### src/rtl/sparc_pipe_pkg.sv
// Shared definitions for the SPARC integer pipeline: issue-controller state and
// fixed architectural constants.
package sparc_pipe_pkg;

    typedef enum logic [0:0] {RUN, DRAIN} sb_state_t;

    localparam logic [4:0]  REG_G0   = 5'd0;
    localparam logic [31:0] NOP_INST = 32'h01000000;

endpackage

### src/rtl/sb_reg_counter.sv
// Outstanding-write counter for one architectural register. A retire with an empty
// counter is reported on underflow and leaves the count at zero.
module sb_reg_counter #(
    parameter int MAX_INFLIGHT = 3,
    parameter int CNT_W        = 2
) (
    input  logic             clk,
    input  logic             reset,
    input  logic             inc,
    input  logic             dec,
    output logic [CNT_W-1:0] cnt,
    output logic             full,
    output logic             nonzero,
    output logic             underflow
);

    logic dec_eff;

    assign nonzero   = (cnt != '0);
    assign full      = (cnt == CNT_W'(MAX_INFLIGHT));
    assign dec_eff   = dec & nonzero;
    assign underflow = dec & ~nonzero;

    // inc and dec together cancel, so plain add/subtract covers every case
    always_ff @(posedge clk) begin
        if (reset) begin
            cnt <= '0;
        end else begin
            cnt <= cnt + CNT_W'(inc) - CNT_W'(dec_eff);
        end
    end

endmodule

### src/rtl/hazard_scoreboard.sv
// Decode-stage issue controller: holds back instructions whose operands have writes in
// flight, limits outstanding writes per register, and sequences a drain on flush.
module hazard_scoreboard
    import sparc_pipe_pkg::*;
#(
    parameter int NUM_REGS     = 32,
    parameter int REG_ADDR_W   = 5,
    parameter int MAX_INFLIGHT = 3,
    parameter int CNT_W        = 2,
    parameter int TOT_W        = 7
) (
    input  logic                  clk,
    input  logic                  reset,
    input  logic                  id_valid,
    input  logic [REG_ADDR_W-1:0] id_rs1,
    input  logic [REG_ADDR_W-1:0] id_rs2,
    input  logic [REG_ADDR_W-1:0] id_rd,
    input  logic                  id_use_rs1,
    input  logic                  id_use_rs2,
    input  logic                  id_use_rd,
    input  logic                  id_wr_rd,
    input  logic                  ex_ready,
    input  logic                  WB_reg_en,
    input  logic [REG_ADDR_W-1:0] WB_regD_out,
    input  logic                  flush_req,
    output logic                  issue_fire,
    output logic                  issue_stall,
    output logic                  drain_done,
    output logic [NUM_REGS-1:0]   pending_mask,
    output logic                  sb_underflow
);

    logic [CNT_W-1:0]    cnt [NUM_REGS];
    logic [NUM_REGS-1:0] full;
    logic [NUM_REGS-1:0] nonzero;
    logic [NUM_REGS-1:0] uf_ev;
    logic [TOT_W-1:0]    total;
    logic                hazard;
    logic                inc_any;
    logic                dec_any;
    sb_state_t           state_q, state_d;

    // %g0 is hardwired: never pending, never full, never underflows
    assign cnt[0]     = '0;
    assign full[0]    = 1'b0;
    assign nonzero[0] = 1'b0;
    assign uf_ev[0]   = 1'b0;

    for (genvar r = 1; r < NUM_REGS; r++) begin : g_cnt
        sb_reg_counter #(
            .MAX_INFLIGHT (MAX_INFLIGHT),
            .CNT_W        (CNT_W)
        ) u_cnt (
            .clk       (clk),
            .reset     (reset),
            .inc       (inc_any && (id_rd == REG_ADDR_W'(r))),
            .dec       (WB_reg_en && (WB_regD_out == REG_ADDR_W'(r))),
            .cnt       (cnt[r]),
            .full      (full[r]),
            .nonzero   (nonzero[r]),
            .underflow (uf_ev[r])
        );
    end

    // Registered counters only: a retire releases a stall on the following cycle
    assign hazard = (id_use_rs1 & nonzero[id_rs1])
                  | (id_use_rs2 & nonzero[id_rs2])
                  | (id_use_rd  & nonzero[id_rd])
                  | (id_wr_rd   & full[id_rd]);

    assign issue_fire   = id_valid & ex_ready & ~hazard & (state_q == RUN) & ~flush_req;
    assign issue_stall  = id_valid & ~issue_fire;
    assign pending_mask = nonzero;

    assign inc_any = issue_fire & id_wr_rd & (id_rd != REG_ADDR_W'(REG_G0));
    assign dec_any = WB_reg_en & (cnt[WB_regD_out] != '0);

    always_ff @(posedge clk) begin
        if (reset) begin
            total        <= '0;
            sb_underflow <= 1'b0;
            state_q      <= RUN;
        end else begin
            total   <= total + TOT_W'(inc_any) - TOT_W'(dec_any);
            state_q <= state_d;
            if (|uf_ev) sb_underflow <= 1'b1;
        end
    end

    always_comb begin
        state_d    = state_q;
        drain_done = 1'b0;
        case (state_q)
            RUN: begin
                if (flush_req) state_d = DRAIN;
            end
            DRAIN: begin
                if (total == '0) begin
                    state_d    = RUN;
                    drain_done = 1'b1;
                end
            end
            default: state_d = RUN;
        endcase
    end

endmodule

### config.mk
export PLATFORM = sky130hd
export DESIGN_NAME = hazard_scoreboard
export DESIGN_NICKNAME = d
export VERILOG_FILES = /design/src/rtl/sparc_pipe_pkg.sv /design/src/rtl/sb_reg_counter.sv /design/src/rtl/hazard_scoreboard.sv
export SDC_FILE = /design/constraint.sdc
export NUM_CORES = 1
export LEC_CHECK = 0
export ABC_CLOCK_PERIOD_IN_PS = 5300
export BUFFER_PORTS_ARGS = -buffer_cell sky130_fd_sc_hd__buf_2
export CAP_MARGIN = 0
export CORE_MARGIN = 10
export CORE_UTILIZATION = 61
export DETAILED_ROUTE_END_ITERATION = 7
export GPL_TIMING_DRIVEN = 1
export PLACE_DENSITY_LB_ADDON = 0.08
export SKIP_LAST_GASP = 1
export SLEW_MARGIN = 20
export SYNTH_ARGS = -nofsm -noshare
export SYNTH_HDL_FRONTEND = slang
export SYNTH_SLANG_ARGS = --single-unit
### constraint.sdc
create_clock -name clk -period 5.3 [get_ports clk]
set_input_delay 1.06 -clock clk [delete_from_list [all_inputs] [get_ports clk]]
set_output_delay 1.06 -clock clk [all_outputs]
set_load 0.01 [all_outputs]
==> impl_results.md, run 1 <==
- Status: finished clean
- Synthesis-stage register bit count: between 70 and 80
- Seq/Total Area, Yosys: 21.1%
- Core box area: about 11,000 µm²
- Yosys cell types: 70
- Placed insts: 949
- Final-layout fill cell count: 955
- DP Area: approximately 6900 µm²
- Cts bufs inserted: 9
- Most frequent cells after synthesis: nor2_1 (94), inv_1 (80), dfxtp_1 (71), ha_1 (71), nor3_1 (54)
- RSZ-0062 raised after global routing: no
- Non-Filler Instances: roughly 970
- Measured slew at the worst slew-check pin: 785 ps
- Routed Antenna Nets: 0
- Period Utilization, post-route: 86.3%
- Critical path startpoint category: input pin
- Multiplexer share of the synthesized area: a little over a tenth
- Post-synth EDFFs: 0
- Nets: 922
- Layout Area Growth over Synthesis: 5.17%
- Worst path bufs/invs: 5
- Die ar.: 15,600 µm²
- Synth Net Count: 912
- Crit Path Class: input pin to output port
- Max H-tree Level: 3
- Chip Width: between 100 and 150 µm
- Clock buffer depth: 2
- Remaining DRCs: 0
- Post-DP HPWL: 15,600 µm
- Initial DRC count: 725
- I/O pins: 66
- CP peak stage delay: 540 ps
- Cells after Synth: 810
- Largest area contributor in the netlist: dfxtp_1
- Vias per std cell: 6.38
- Pin count of the biggest net entering global routing: 72
- Root Driver: clkbuf_8
- Synth Flop Type: dfxtp_1
- Final setup viols: 0
- Synth Area in Adders: between 10 and 15%
- Post-CTS Repair Setup Buffers: 0
- CP endpoint kind: output port
- Initial Utilization: between 60 and 70%
- Final hold viol count: 0
- Fin. max-slew vios: 0
- First-pass GRT wire length: between 30,000 and 40,000 µm
- DR WL/cell: 21.1 µm
- Async SR Flop Fraction: 0%
- Maximum vdd drop: 216 µV
- CP Data Arrival Time: 3510 ps
- Count leader, synth: nor2_1
- M1 wire length: 8550 µm
- Max Fclk: 219 MHz
- Worst-path fanout max: 33
- Synth warn: 0
- Met2 WL: 9110 µm
- Share of cells above drive strength 1: 18.4%
- Routed wire length: 20,400 µm
- Port Buffer Count: 64
- Setup TNS: 0 ps
- Sink Count: just over 70
- Max_cap viols: 0
- Mean Syn Cell Area: roughly 8.3 µm²
- Vias in the first global route: 5,879
- Grt ovf: 0
- Hold-fix buffers, CTS: 0
- Post-Synth XOR/XNOR Area: 8.60%
- Via count: ~6.2k
- # rows: 38
- CTS tree: done
- Metal3 WL: 2320 µm
- Compound-Gate Fraction of Synth Area: 9.32%
- Worst Hold Class: flop to flop
- Detailed Routing Iterations Pass 1: 6
- Worst path cell trace: buf_2, inv_2, mux4_2, o221a_2, nor4b_1, buf_4, a311oi_4, buf_4, and3_1, buf_2
- CP max-delay cell: mux4_2
- Main combinational cell family by area after synthesis: simple AND/OR/NAND/NOR gates
- Chip height: ~130 µm
- Tmin final: ~4600 ps
- Clock Skew: 5.90 ps
- Antenna violations before repair: 1
- Fin area: 7070 µm²
- Post-synth top area share: 21.1%
- Clk pin slew, worst setup/hold paths: 70 ps
- Routability-driven placement congestion ratio: 0.961
- PD cells: 182 nW/µm²
- P_leak: ~3.5 nW
- Global-route usage over all layers: 25.5%
- Family with the most delay on the worst path: buffers and inverters
- Util after Layout: about two thirds
- Critical Path RT: 4240 ps
- Max-Slew Margin vs Limit: between 40% and 50%
- Area contributors post-synth: dfxtp_1 (21%), ha_1 (13%), mux4_2 (8.0%)
- Simple-Gate Fraction of Synth Area: 25.4%
- Resized cells post-CTS: 0
- Synth Cell Area: 6730 µm²
- Worst-Skew Late Latency: approximately 380 ps
- Top metal layer carrying routed signals: met4
-- cell type report --
class / count / area [µm²] / area share [%]
clock inverter: 3 / 17.5 / 0.248
sequential: 71 / 1420 / 20.1
timing repair buffer: 77 / 418 / 5.91
inverter: 84 / 315 / 4.46
clock buffer: 12 / 165 / 2.34
multi-input combinational: 577 / 4560 / 64.4
tap: 140 / 175 / 2.48
antenna: 1 / 2.50 / 0.0354
-- logic make-up after synthesis --
family | count (synthesis)
xor gates and xnor gates | 66
and+or+nand+nor | 316
other | 1
DFF | 71
AOI/OAI and AO/OA | 85
buffers and inverters | 162
muxes | 37
adders and majority gates | 72
-- final timing paths --
check | start | endpoint | slack (ps) | depth (start not counted)
worst max register to register | g_cnt[22].u_cnt.cnt[1] | total[6] | 1150 | 17
worst min-delay path | g_cnt[24].u_cnt.cnt[1] | g_cnt[24].u_cnt.cnt[1] | 550 | 2
worst max-delay path | id_rd[1] | issue_fire | 730 | 10
worst min register to register | g_cnt[24].u_cnt.cnt[1] | g_cnt[24].u_cnt.cnt[1] | 550 | 2
-- metrics by stage --
step	worst slack [ps]	hold slack [ps]	total power, mW
floorplan	884	498	0.791
global placement	507	523	0.863
detailed placement	340	523	0.875
CTS	728	547	1.29
global route	499	584	1.34
finish	728	550	1.29
-- state kept, by name, summed over array words and instances, names as in the netlist --
| name | flops |
|---|---|
| state_q | 1 |
| total | 7 |
| g_cnt.u_cnt.cnt | 62 |
| sb_underflow | 1 |
-- cells in the final DEF (no fill, tap or decap), drive strengths merged, types with 3 or more instances in the layout --
| cell | instances |
|---|---|
| mux2 | 8 |
| inv | 84 |
| xnor2 | 33 |
| ha | 71 |
| or2 | 4 |
| nand4 | 36 |
| o21ai | 5 |
| a221oi | 3 |
| o211ai | 9 |
| buf | 77 |
| and3 | 5 |
| nand2 | 36 |
| nor4 | 7 |
| nand3 | 15 |
| a31oi | 10 |
| nand2b | 7 |
| dfxtp | 71 |
| nand4b | 3 |
| xor2 | 33 |
| mux2i | 3 |
| o22ai | 4 |
| a21oi | 20 |
| mux4 | 26 |
| or3 | 4 |
| nor2 | 98 |
| a311oi | 4 |
| a2111oi | 5 |
| clkbuf | 12 |
| nor3 | 54 |
| nor2b | 34 |
-- worst register-to-register path: stages, from the launching register on --
cell	delay, ps
dfxtp_1	330
nor2_1	570
mux4_2	360
mux2i_1	60
mux2_2	300
a311oi_4	310
nand4_1	210
ha_1	340
inv_1	60
ha_1	150
inv_1	60
fa_1	390
nand2b_1	180
a21oi_1	190
o21ai_0	120
a21oi_1	180
or3_1	130
a21oi_1	60
-- where the power goes --
group / leakage (nW) / internal, mW / switching (mW) / total [mW]
Clock: 0.0943 / 0.204 / 0.216 / 0.420
Combinational: 2.82 / 0.117 / 0.186 / 0.303
Sequential: 0.574 / 0.552 / 0.0124 / 0.565
Total: 3.49 / 0.873 / 0.415 / 1.29
-- layer usage --
layer	up-vias	global-route usage, %
met5	-	0
met4	0	7.66
met3	38	9.25
met2	383	39.1
met1	2910	32.9
li1	2830	-
No activity file was read; power rests on OpenSTA's default activity.
==> run 2, diff against run 1 <==
--- a/config.mk
+++ b/config.mk
@@ -10,2 +10,3 @@
 export CAP_MARGIN = 0
+export CORE_ASPECT_RATIO = 0.7
 export CORE_MARGIN = 10
==> constraint.sdc (replaced) <==
create_clock -name clk -period 5.3 [get_ports clk]
set_input_delay 0.265 -clock clk [delete_from_list [all_inputs] [get_ports clk]]
set_output_delay 0.265 -clock clk [all_outputs]
set_load 0.01 [all_outputs]
==> impl_results.md, run 2 (synthesized netlist as in run 1, its figures left out) <==
- Status: finished clean
- Critical Path RT: 5490 ps (+1250 ps)
- Pin count of the biggest net entering global routing: 72 (unchanged)
- Top Registers: g_cnt.u_cnt.cnt: 62 flops, total: 7 flops
- Chip Width: 146 µm (+16%)
- Worst path cell trace: nor2_1, buf_4, mux4_2, o2111a_1, a2111oi_0, a311oi_4, nand4_1, ha_1, inv_1, ha_1, inv_1, fa_1, nand2b_1, a21oi_1, o21ai_0, a21oi_1, or3_1, a21oi_1
- PD cells: 203 nW/µm² (+11%)
- Multi-input logic area: 4560 µm² (unchanged)
- Routability-driven placement congestion ratio: 1.02 (+5.7%)
- Ant. Diodes: 0 (-1)
- CTS tree: done
- Initial Utilization: 63.7% (+1.7 points)
- Post-DP HPWL: 15,700 µm (+0.51%)
- M1 wire length: 8830 µm (+3.3%)
- Grt ovf: 0 (unchanged)
- Biggest register: g_cnt.u_cnt.cnt
- Hold-fix buffers, CTS: 0 (unchanged)
- Cts bufs inserted: 9 (unchanged)
- Vias in the first global route: 6,046 (+2.8%)
- Die ar.: 15,700 µm² (+0.43%)
- Crit Path Class: flop to flop
- Detailed Routing Iterations Pass 1: 6 (unchanged)
- Period Utilization, post-route: 81.3% (-5.0 points)
- I/O pins: 66 (unchanged)
- Setup Slack @ Placement: 906 ps (+566 ps)
- RSZ-0062 raised after global routing: no
- Metal3 WL: 3130 µm (+35%)
- Seq. cell area: 1420 µm² (unchanged)
- Post-CTS Repair Setup Buffers: 0 (unchanged)
- Met2 WL: 8690 µm (-4.6%)
- Top metal layer carrying routed signals: met5
- Vias per std cell: 6.49 (+1.6%)
- Final setup viols: 0 (unchanged)
- P_leak: 3.49 nW (about the same)
- Most used cell, CP: a21oi_1
- Maximum vdd drop: 169 µV (-22%)
- DR WL/cell: 21.8 µm (+3.3%)
- Max Fclk: 232 MHz (+6.1%)
- # rows: 31 (-18%)
- Clk pin slew, worst setup/hold paths: 60 ps (about the same)
- First-pass GRT wire length: 33,400 µm (+3.0%)
- Root Driver: clkbuf_16
- Commonest non-fill, non-tap cells in the layout: nor2_1 (94), inv_1 (80), ha_1 (71), dfxtp_1 (71), buf_2 (64)
- Tmin final: 4310 ps (-264 ps)
- Critical path startpoint category: flop
- Clock Skew: 5.78 ps (-0.122 ps)
- Worst Hold Class: input pin to flop
- Remaining DRCs: 0 (unchanged)
- Nets: 916 (-0.65%)
- Final hold viol count: 0 (unchanged)
- Post-layout worst setup margin: 992 ps (+264 ps)
- Initial DRC count: 945 (+30%)
- Layout Area Growth over Synthesis: 5.97%
- Max_cap viols: 0 (unchanged)
- Sink Count: 71 (unchanged)
- Routed wire length: 21,100 µm (+3.5%)
- Worst-path fanout max: 7 (-79%)
- Share of cells above drive strength 1: 17.8% (-0.62 points)
- CP max-delay cell: a2111oi_0
- Antenna violations before repair: 0 (-1)
- Clock buffer depth: 2 (unchanged)
- Port Buffer Count: 64 (unchanged)
- Global-route usage over all layers: 26.4% (+0.86 points)
- Core box area: 10,600 µm² (-2.7%)
- CP Data Arrival Time: 4500 ps (+990 ps)
- Commonest non-fill, non-tap cell in the layout: nor2_1
- Max-Slew Margin vs Limit: 34.9% (-13 points)
- Routed Antenna Nets: 0 (unchanged)
- Final-layout fill cell count: 891 (-6.7%)
- Resized cells post-CTS: 0 (unchanged)
- Measured slew at the worst slew-check pin: 951 ps (+166 ps)
- Via count: 6,275 (+1.9%)
- Max FFs per register: 62 (unchanged)
- Fin. max-slew vios: 0 (unchanged)
- Setup TNS: 0 ps (unchanged)
- Max H-tree Level: 3 (unchanged)
- CP peak stage delay: 750 ps (+210 ps)
- Worst-Skew Late Latency: 340 ps (-40 ps)
- Chip height: 108 µm (-14%)
- CP endpoint kind: flop
-- run 2: cell types whose count changed in the layout (fill, tap and decap cells not counted), moves of 2 or more --
cell        before  now
buf_4           13    7
clkbuf_16        0    9
clkbuf_8        12    0
clkinvlp_4       1    3
-- run 2: layout make-up --
type	instances	share of cell area, %
multi-input combinational	577	64.0
sequential	71	19.9
timing repair buffer	71	5.23
inverter	84	4.42
clock buffer	10	3.21
tap	148	2.60
clock inverter	6	0.632
-- run 2: path summary, 6_finish.rpt --
check	startpoint	end	slack, ps	cells past startpoint
setup reg to reg	g_cnt[12].u_cnt.cnt[1]	total[6]	990	18
hold / removal	flush_req	state_q	260	3
hold reg to reg	g_cnt[10].u_cnt.cnt[1]	g_cnt[10].u_cnt.cnt[1]	550	2
setup / recovery	g_cnt[12].u_cnt.cnt[1]	total[6]	990	18
-- run 2: layer usage --
layer,up-vias,GRT usage (%)
li1,2819,-
met4,2,6.12
met3,62,11.1
met2,442,38.6
met5,-,1.25
met1,2950,35.1
-- run 2: stage by stage --
step	hold slack [ps]	cell area, µm²	total power [mW]	utilization (%)	cells
2_1_floorplan	474	6730	0.791	-	810
3_3_place_gp	520	6850	0.859	65.0	951
6_report	264	7130	1.45	67.6	967
3_5_place_dp	530	6850	0.869	65.0	951
4_1_cts	269	7130	1.44	67.6	967
5_1_grt	281	7130	1.50	67.6	967
-- run 2: power by group --
group	internal [mW]	switching [mW]	leakage, nW
registers	0.553	0.0111	0.574
clock network	0.319	0.262	0.125
logic	0.113	0.188	2.79
total	0.985	0.461	3.49
-- run 2: critical path: cells and delay by family, from the launching register on --
kind	cells	cell delay [ps]
muxes	1	480
buffers and inverters	3	280
and+or+nand+nor	4	590
AOI/OAI and AO/OA	7	1600
adders and majority gates	3	810
DFF	1	390
